## config.mk

```make
export PLATFORM = sky130hd
export DESIGN_NAME = vdu_mem_arbiter
export DESIGN_NICKNAME = d
export VERILOG_FILES = /design/src/rtl/vdu_mem_arbiter.sv
export SDC_FILE = /design/constraint.sdc
export NUM_CORES = 1
export LEC_CHECK = 0
export CELL_PAD_IN_SITES_DETAIL_PLACEMENT = 1
export CELL_PAD_IN_SITES_GLOBAL_PLACEMENT = 2
export CORE_MARGIN = 1
export CORE_UTILIZATION = 16
export DETAILED_ROUTE_END_ITERATION = 7
export PLACE_DENSITY_LB_ADDON = 0.12
export SYNTH_ARGS = -nofsm -noshare
export SYNTH_HDL_FRONTEND = slang
export SYNTH_SLANG_ARGS = --single-unit
```

## constraint.sdc

```tcl
create_clock -name clk -period 1.62 [get_ports clk]
set_clock_uncertainty 0.2 [all_clocks]
set_input_delay 0.324 -clock clk [delete_from_list [all_inputs] [get_ports clk]]
set_output_delay 0.324 -clock clk [all_outputs]
set_load 0.01 [all_outputs]
```

## src/rtl/vdu_mem_arbiter.sv

```systemverilog
// vdu_mem_arbiter: shares one single-port synchronous display RAM between a
// CPU (level request / ack handshake) and a VDU fetch engine (single-cycle
// read pulses). The VDU has fixed priority; addresses outside the display
// window never reach the RAM but still complete on schedule.
// Optional feature: define VDU_ARB_STARVE_EN to bound the CPU wait to
// MAX_CPU_WAIT cycles by stalling the VDU for one cycle.
module vdu_mem_arbiter #(
    parameter logic [15:0] BASE_ADDR    = 16'h0200,
    parameter int          MEM_AW       = 9,
    parameter int          MAX_CPU_WAIT = 4
) (
    input  logic              clk,
    input  logic              rst_n,
    input  logic              cpu_req,
    input  logic              cpu_we,
    input  logic [15:0]       cpu_addr,
    input  logic [7:0]        cpu_wdata,
    output logic [7:0]        cpu_rdata,
    output logic              cpu_ack,
    input  logic              vdu_read_en,
    input  logic [15:0]       vdu_addr,
    output logic [7:0]        vdu_data_out,
    output logic              vdu_valid,
    output logic              vdu_stall,
    output logic              mem_en,
    output logic              mem_we,
    output logic [MEM_AW-1:0] mem_addr,
    output logic [7:0]        mem_wdata,
    input  logic [7:0]        mem_rdata
);

    localparam int WCW = (MAX_CPU_WAIT < 1) ? 1 : $clog2(MAX_CPU_WAIT + 1);
    localparam logic [WCW-1:0] WAIT_MAX = WCW'(MAX_CPU_WAIT);

    typedef enum logic {
        IDLE     = 1'b0,
        CPU_DATA = 1'b1
    } state_t;

    state_t             state;
    state_t             state_next;
    logic [WCW-1:0]     wait_cnt;

    logic               cpu_grant;
    logic               vdu_grant;
    logic               starve;

    logic               cpu_in_win;
    logic               vdu_in_win;
    logic [MEM_AW-1:0]  cpu_off;
    logic [MEM_AW-1:0]  vdu_off;

    // Per-access bookkeeping captured at grant, consumed one cycle later.
    logic               cpu_rd_q;
    logic               cpu_oow_q;
    logic               vdu_oow_q;
    logic [7:0]         cpu_rdata_q;
    logic [7:0]         vdu_data_q;

    // True when addr lies in [BASE_ADDR, BASE_ADDR + 2**MEM_AW - 1]; the
    // 17-bit difference catches addresses below the base via its borrow bit.
    function automatic logic in_window(input logic [15:0] addr);
        logic [16:0] off;
        off = {1'b0, addr} - {1'b0, BASE_ADDR};
        return (off[16] == 1'b0) && ((off[15:0] >> MEM_AW) == 16'd0);
    endfunction

    assign cpu_in_win = in_window(cpu_addr);
    assign vdu_in_win = in_window(vdu_addr);
    assign cpu_off    = MEM_AW'(cpu_addr - BASE_ADDR);
    assign vdu_off    = MEM_AW'(vdu_addr - BASE_ADDR);

    // Arbitration: VDU first, unless the CPU has waited its limit.
    always_comb begin
        // NOTE: every combinational output gets a default first, so no path leaves it unassigned and no latch is inferred.
        cpu_grant = 1'b0;
        vdu_grant = 1'b0;
        starve    = 1'b0;
        // NOTE: grants are qualified by rst_n so mem_en drops the instant reset asserts, not at the next clock edge.
        if (rst_n) begin
`ifdef VDU_ARB_STARVE_EN
            starve = (state == IDLE) && cpu_req && (wait_cnt == WAIT_MAX);
`endif
            if (starve) begin
                cpu_grant = 1'b1;
            end else if (vdu_read_en) begin
                vdu_grant = 1'b1;
            end else if ((state == IDLE) && cpu_req) begin
                cpu_grant = 1'b1;
            end
        end
    end

    // State register: the cycle after a CPU grant is its data/ack cycle.
    always_ff @(posedge clk or negedge rst_n) begin
        // NOTE: sequential state uses non-blocking assignments so every register samples pre-edge values.
        if (!rst_n) begin
            state <= IDLE;
        end else begin
            state <= state_next;
        end
    end

    // Next state: IDLE->CPU_DATA on a CPU grant; CPU_DATA always returns to IDLE.
    always_comb begin
        state_next = IDLE;
        case (state)
            IDLE:     state_next = cpu_grant ? CPU_DATA : IDLE;
            CPU_DATA: state_next = IDLE;
            default:  state_next = IDLE;
        endcase
    end

    // Outputs: RAM port from the grant, handshakes and read-data steering.
    always_comb begin
        mem_en    = 1'b0;
        mem_we    = 1'b0;
        mem_addr  = '0;
        mem_wdata = 8'h00;
        if (vdu_grant) begin
            mem_en   = vdu_in_win;
            mem_addr = vdu_off;
        end else if (cpu_grant) begin
            mem_en    = cpu_in_win;
            mem_we    = cpu_we && cpu_in_win;
            mem_addr  = cpu_off;
            mem_wdata = cpu_wdata;
        end

        cpu_ack   = (state == CPU_DATA);
        vdu_stall = starve && vdu_read_en;

        cpu_rdata = cpu_rdata_q;
        if (cpu_ack && cpu_rd_q) begin
            cpu_rdata = cpu_oow_q ? 8'hFF : mem_rdata;
        end

        vdu_data_out = vdu_data_q;
        if (vdu_valid) begin
            vdu_data_out = vdu_oow_q ? 8'h00 : mem_rdata;
        end
    end

    // CPU wait counter: counts refused IDLE cycles, saturating, cleared on grant.
    always_ff @(posedge clk or negedge rst_n) begin
        if (!rst_n) begin
            wait_cnt <= '0;
        end else if (cpu_grant) begin
            wait_cnt <= '0;
        end else if (cpu_req && (state == IDLE) && (wait_cnt != WAIT_MAX)) begin
            wait_cnt <= wait_cnt + 1'b1;
        end
    end

    // Access bookkeeping and held read data for both requesters.
    always_ff @(posedge clk or negedge rst_n) begin
        if (!rst_n) begin
            cpu_rd_q    <= 1'b0;
            cpu_oow_q   <= 1'b0;
            vdu_oow_q   <= 1'b0;
            vdu_valid   <= 1'b0;
            cpu_rdata_q <= 8'h00;
            vdu_data_q  <= 8'h00;
        end else begin
            if (cpu_grant) begin
                cpu_rd_q  <= !cpu_we;
                cpu_oow_q <= !cpu_in_win;
            end
            if (vdu_grant) begin
                vdu_oow_q <= !vdu_in_win;
            end
            vdu_valid   <= vdu_grant;
            cpu_rdata_q <= cpu_rdata;
            vdu_data_q  <= vdu_data_out;
        end
    end

endmodule
```

Word-level counts from Yosys, hierarchy flattened
Index checks and enable logic that the tools add are counted.
Operators by class
  reduce and logical (&&, ||, !) cells: 10
  magnitude comparators: 0
  add/sub/neg operators: 4
  shifts and indexed selects: 0
  bitwise operators: 3
  divide/modulo/power cells: 0
  eq/ne operators: 0
  mux-type cells: 19
  $mul: 0
Operators with widths (count)
  two-way mux 8 bit: 6
  subtractor 16 x 10 -> 17 bit (second input constant): 2
  zero test 16 bit: 2
  two-way mux 9 bit: 2
  subtractor 9 x 1 -> 9 bit (second input constant): 2
  two-way mux 1 bit: 10
  logical AND 1 bit: 5
  zero test 1 bit: 3
  inverter 1 bit: 3
  one-hot mux 1 bit (2 select lines): 1
Word-level totals
  memory bits (read-only): 0
  memories kept: 0
  RAM bits: 0
  bits in registers: 21
  input bits: 53
  latch bits: 0
  output and inout bits: 38

Depth between registers and ports, before layout
  depth after elaboration: 7
  depth in mapped cells: 5
  depth with buffers taken out: 3

Worst setup path after synthesis
OpenSTA, ideal clock, no wires.
  kind: register to output
  start: register state, in the netlist cpu_ack
  end: output cpu_rdata[0]
  data arrival time: 1094 ps
  cell stages (with the launch flop): 5
  required time: 1096 ps
  slack: 2 ps
  cell sequence: dfrtp_1 -> and2_1 -> buf_2 -> buf_4 -> a21oi_1
Between the ends
  word-level cells in the longest chain between the ends: 2
RTL lines
  start, declared: RTL line 40  | state_t state;
  start signal, assigned: RTL line 100  | state <= state_next;
  logical AND 1 bit: RTL line 134  | if (cpu_ack && cpu_rd_q) begin
  two-way mux 8 bit: RTL line 134
  end, declared: RTL line 18  | output logic [7:0] cpu_rdata,
Every way passes these cells.

Worst setup path after layout
  start: input cpu_addr[11]
  end: output mem_we
Between the ends
  word-level cells in the longest chain between the ends: 6
RTL lines
  start, declared: RTL line 16  | input logic [15:0] cpu_addr,
  subtractor 16 x 10 -> 17 bit (*): RTL line 64  | off = {1'b0, addr} - {1'b0, BASE_ADDR};
  zero test 16 bit / inverter 1 bit (equally long branches): RTL line 65  | return (off[16] == 1'b0) && ((off[15:0] >> MEM_AW) == 16'd0);
  logical AND 1 bit (*): RTL line 65
  logical AND 1 bit (*): RTL line 125  | mem_we = cpu_we && cpu_in_win;
  two-way mux 1 bit (*): RTL line 123  | end else if (cpu_grant) begin
  two-way mux 1 bit (*): RTL line 120  | if (vdu_grant) begin
  end, declared: RTL line 26  | output logic mem_we,
Mark *: on every way between the ends. The rest lies on a longest branch, timed or not.

==> results by group <==
Global route
  • Grt total ovfl: 0
  • Initial antenna violation count: 0
  • Vias in the first global route: 1,578
  • Pin count of the biggest net entering global routing: 19
  • First-pass GRT wire length: 7370 microns
  • Gr usage total: 13.2%

Synthesis
  • Synth area leaders: dfrtp_1 50%, a22o_1 7.5%, nor2_1 6.0%, and2_1 5.3%, a21oi_1 3.8%
  • FF+latch count, synth: 21
  • Synth cell count leaders: 21 x dfrtp_1, 17 x nor2_1, 9 x a22o_1, 9 x and2_1
  • Cell taking the most area after synthesis: dfrtp_1
  • Post-synthesis async set-or-reset flop share: 100%
  • Post-Syn Nets: 164
  • Post-Syn Area: 0.00105 sq mm
  • Most frequent cell after synthesis: dfrtp_1
  • Syn Area/Cell: 9.50 sq um
  • Sequential area share after synthesis: 49.8%
  • Distinct cells, synth: 26
  • Cell count after synthesis: 111
  • EDFF count, synth: 0
  • YS warnings: 0
  • Primary FF master, synth: dfrtp_1
  • Share of the synthesized area in the top cell type: 49.8%

Placement
  • DP HPWL: 3340 microns
  • I/O Buffers: 89
  • Post-DP Area: 0.00213 sq mm
  • Placed cells: 288
  • Dpl ws: -0.958 ns
  • GP Congestion: 0.727

Clock tree
  • Worst skew pair latency: 0.26 ns
  • Clock Sinks: 21
  • Clock Tree Buf Depth: 2
  • TritonCTS clock tree: yes
  • # H-tree levels: 1
  • Clock Tree Root: clkbuf_8
  • Clock transition at the registers of the reported paths: 0.08 ns
  • # hold bufs at CTS: 0
  • Cts bufs inserted: 3

Detailed routing
  • First-pass DRT Iterations: 2
  • Vias/cell: 4.20
  • DRC: 0
  • Final WL: 4440 microns
  • Routed Antenna Nets: 0
  • Routed wire per std cell: 13.9 microns
  • Via count: 1,341
  • DR iter-0 viols: 31

Setup path
  • Worst Path Arrival: 1.52 ns
  • FF-to-FF End: cpu_oow_q
  • Critical Path Sink Type: output pin
  • R2R cell count: 4
  • Worst Setup Start Kind: input port
  • Crit Path Max Fanout: 3
  • Setup CP Type: in2out
  • WP data required: 1.10 ns
  • R2r startpoint: cpu_ack
  • Reg2Reg Setup Slack: 0.16 ns

Power and ir drop
  • Leakage: 1.18 nW
  • Clock Power Share: 25.1%
  • Combinational power share: 32.5%
  • Sequential cell fraction of total power: 42.5%
  • Sw frac: 26.5%
  • Maximum VDD drop: 0.292 mV
  • PD cells: 535 mW/mm^2
  • Int Pwr: 1.00 mW
  • Sw power: 361 uW

Job
  • Max-Cap Viols: 0

Die
  • Core area: 0.00635 sq mm
  • I/O Pins: 91
  • Die height: 83.2 microns
  • Die W: 83.2 microns
  • Starting Density: 16.6%
  • Full die area: 0.00692 sq mm
  • Rows: 29

Timing
  • Final min period: 2.05 ns
  • Fin crit share: 126%
  • Worst setup margin: -0.426 ns
  • # setup viols final: 35
  • Final hold violation count: 0
  • Pins Over Slew Limit: 0
  • RSZ-0062 raised after global routing: true
  • Hold_ws: 0.00523 ns
  • Max Freq: 0.489 GHz

Cells and area
  • # nets final: 296
  • Number of antenna diodes: 0
  • Post-Layout Cell Count: 319
  • Area grow syn2layout: 141%
  • Final instance area: 0.00255 sq mm
  • Layout cell share with drive strength beyond 1: 56.2%

Min path
  • HP Class: in2async

Outcome
  • Status: finished with violations
  • Violated checks: setup timing
-- how the worst max path moves through the flow --
stage | start | end | cells past startpoint
finish | cpu_addr[11] | mem_we | 5
global route | cpu_ack | mem_we | 4
CTS | cpu_ack | mem_we | 4
detailed placement | rst_n | mem_we | 5
global placement | rst_n | mem_we | 5
floorplan | cpu_ack | cpu_rdata[0] | 4
-- power groups by stage --
stage                     combinational, mW  clock, mW  sequential, mW
after global placement                0.378          0           0.577
after floorplan                       0.109          0           0.575
final                                 0.442      0.341           0.578
after global routing                  0.476      0.380           0.582
after CTS                             0.417      0.353           0.573
after detailed placement              0.384          0           0.579
-- per-stage QoR --
| step | util [%] | power, mW | setup TNS, ns |
|---|---|---|---|
| after global placement | 33.6 | 0.955 | -26.41 |
| after floorplan | - | 0.684 | 0 |
| final | 40.1 | 1.36 | -9.81 |
| after detailed placement | 33.6 | 0.963 | -27.01 |
| after global routing | 40.1 | 1.44 | -12.35 |
| after CTS | 37.5 | 1.34 | -10.97 |
-- flip-flops by register name (all words and copies together), names as in the netlist --
signal / count
cpu_ack: 1
cpu_oow_q: 1
cpu_rd_q: 1
cpu_rdata_q: 8
vdu_data_q: 8
vdu_oow_q: 1
vdu_valid: 1
-- metal layers --
metal  wire length (microns)  GRT usage (%)
met1                    1530           13.2
met2                    2570           26.7
met3                     297           2.88
met4                      36           3.76
met5                       0              0
-- area by class of cell --
class	count	area, sq um
clock buffer	3	41.3
clock inverter	1	5.00
fill	735	3800
inverter	8	30.0
multi-input combinational	74	638
sequential	21	526
tap	77	96.3
timing repair buffer	135	1210
-- logic make-up (layout without fill, tap and decap cells) --
| kind of cell | after synthesis | count (layout) | synth area share, % |
|---|---|---|---|
| AO/OA/AOI/OAI | 28 | 28 | 17.3 |
| other | 1 | 1 | 0.356 |
| flip-flops | 21 | 21 | 49.8 |
| buffers and inverters | 16 | 147 | 8.78 |
| AND/OR/NAND/NOR | 45 | 45 | 23.7 |
-- worst max-delay path, stage by stage --
cell	delay, ns
clkdlybuf4s50_1	0.44
nor4b_4	0.32
nand3_4	0.12
nor3b_2	0.17
buf_2	0.15
-- placed cells by master (no fill, tap or decap), types with 2 or more instances in the layout --
cell / count
nand2_2: 6
nand2_4: 2
nor3_2: 2
clkbuf_8: 3
a22o_1: 9
buf_6: 24
nor2_2: 3
buf_4: 31
and2_4: 10
o21ai_2: 8
nor2_1: 10
inv_1: 8
buf_2: 24
o21a_1: 2
a21oi_2: 7
dlymetal6s2s_1: 4
clkdlybuf4s50_1: 43
a21oi_4: 2
nor2_4: 4
dfrtp_1: 21
dlygate4sd2_1: 5
-- timing repair --
item,CTS,global route
cloned,1,0
resized for setup,220,26
hold endpoints to repair,0,0
setup buffers,16,13
pin swaps,20,4
endpoints found under the setup margin,38,39
Note: power is estimated with default switching activity, not from simulation.
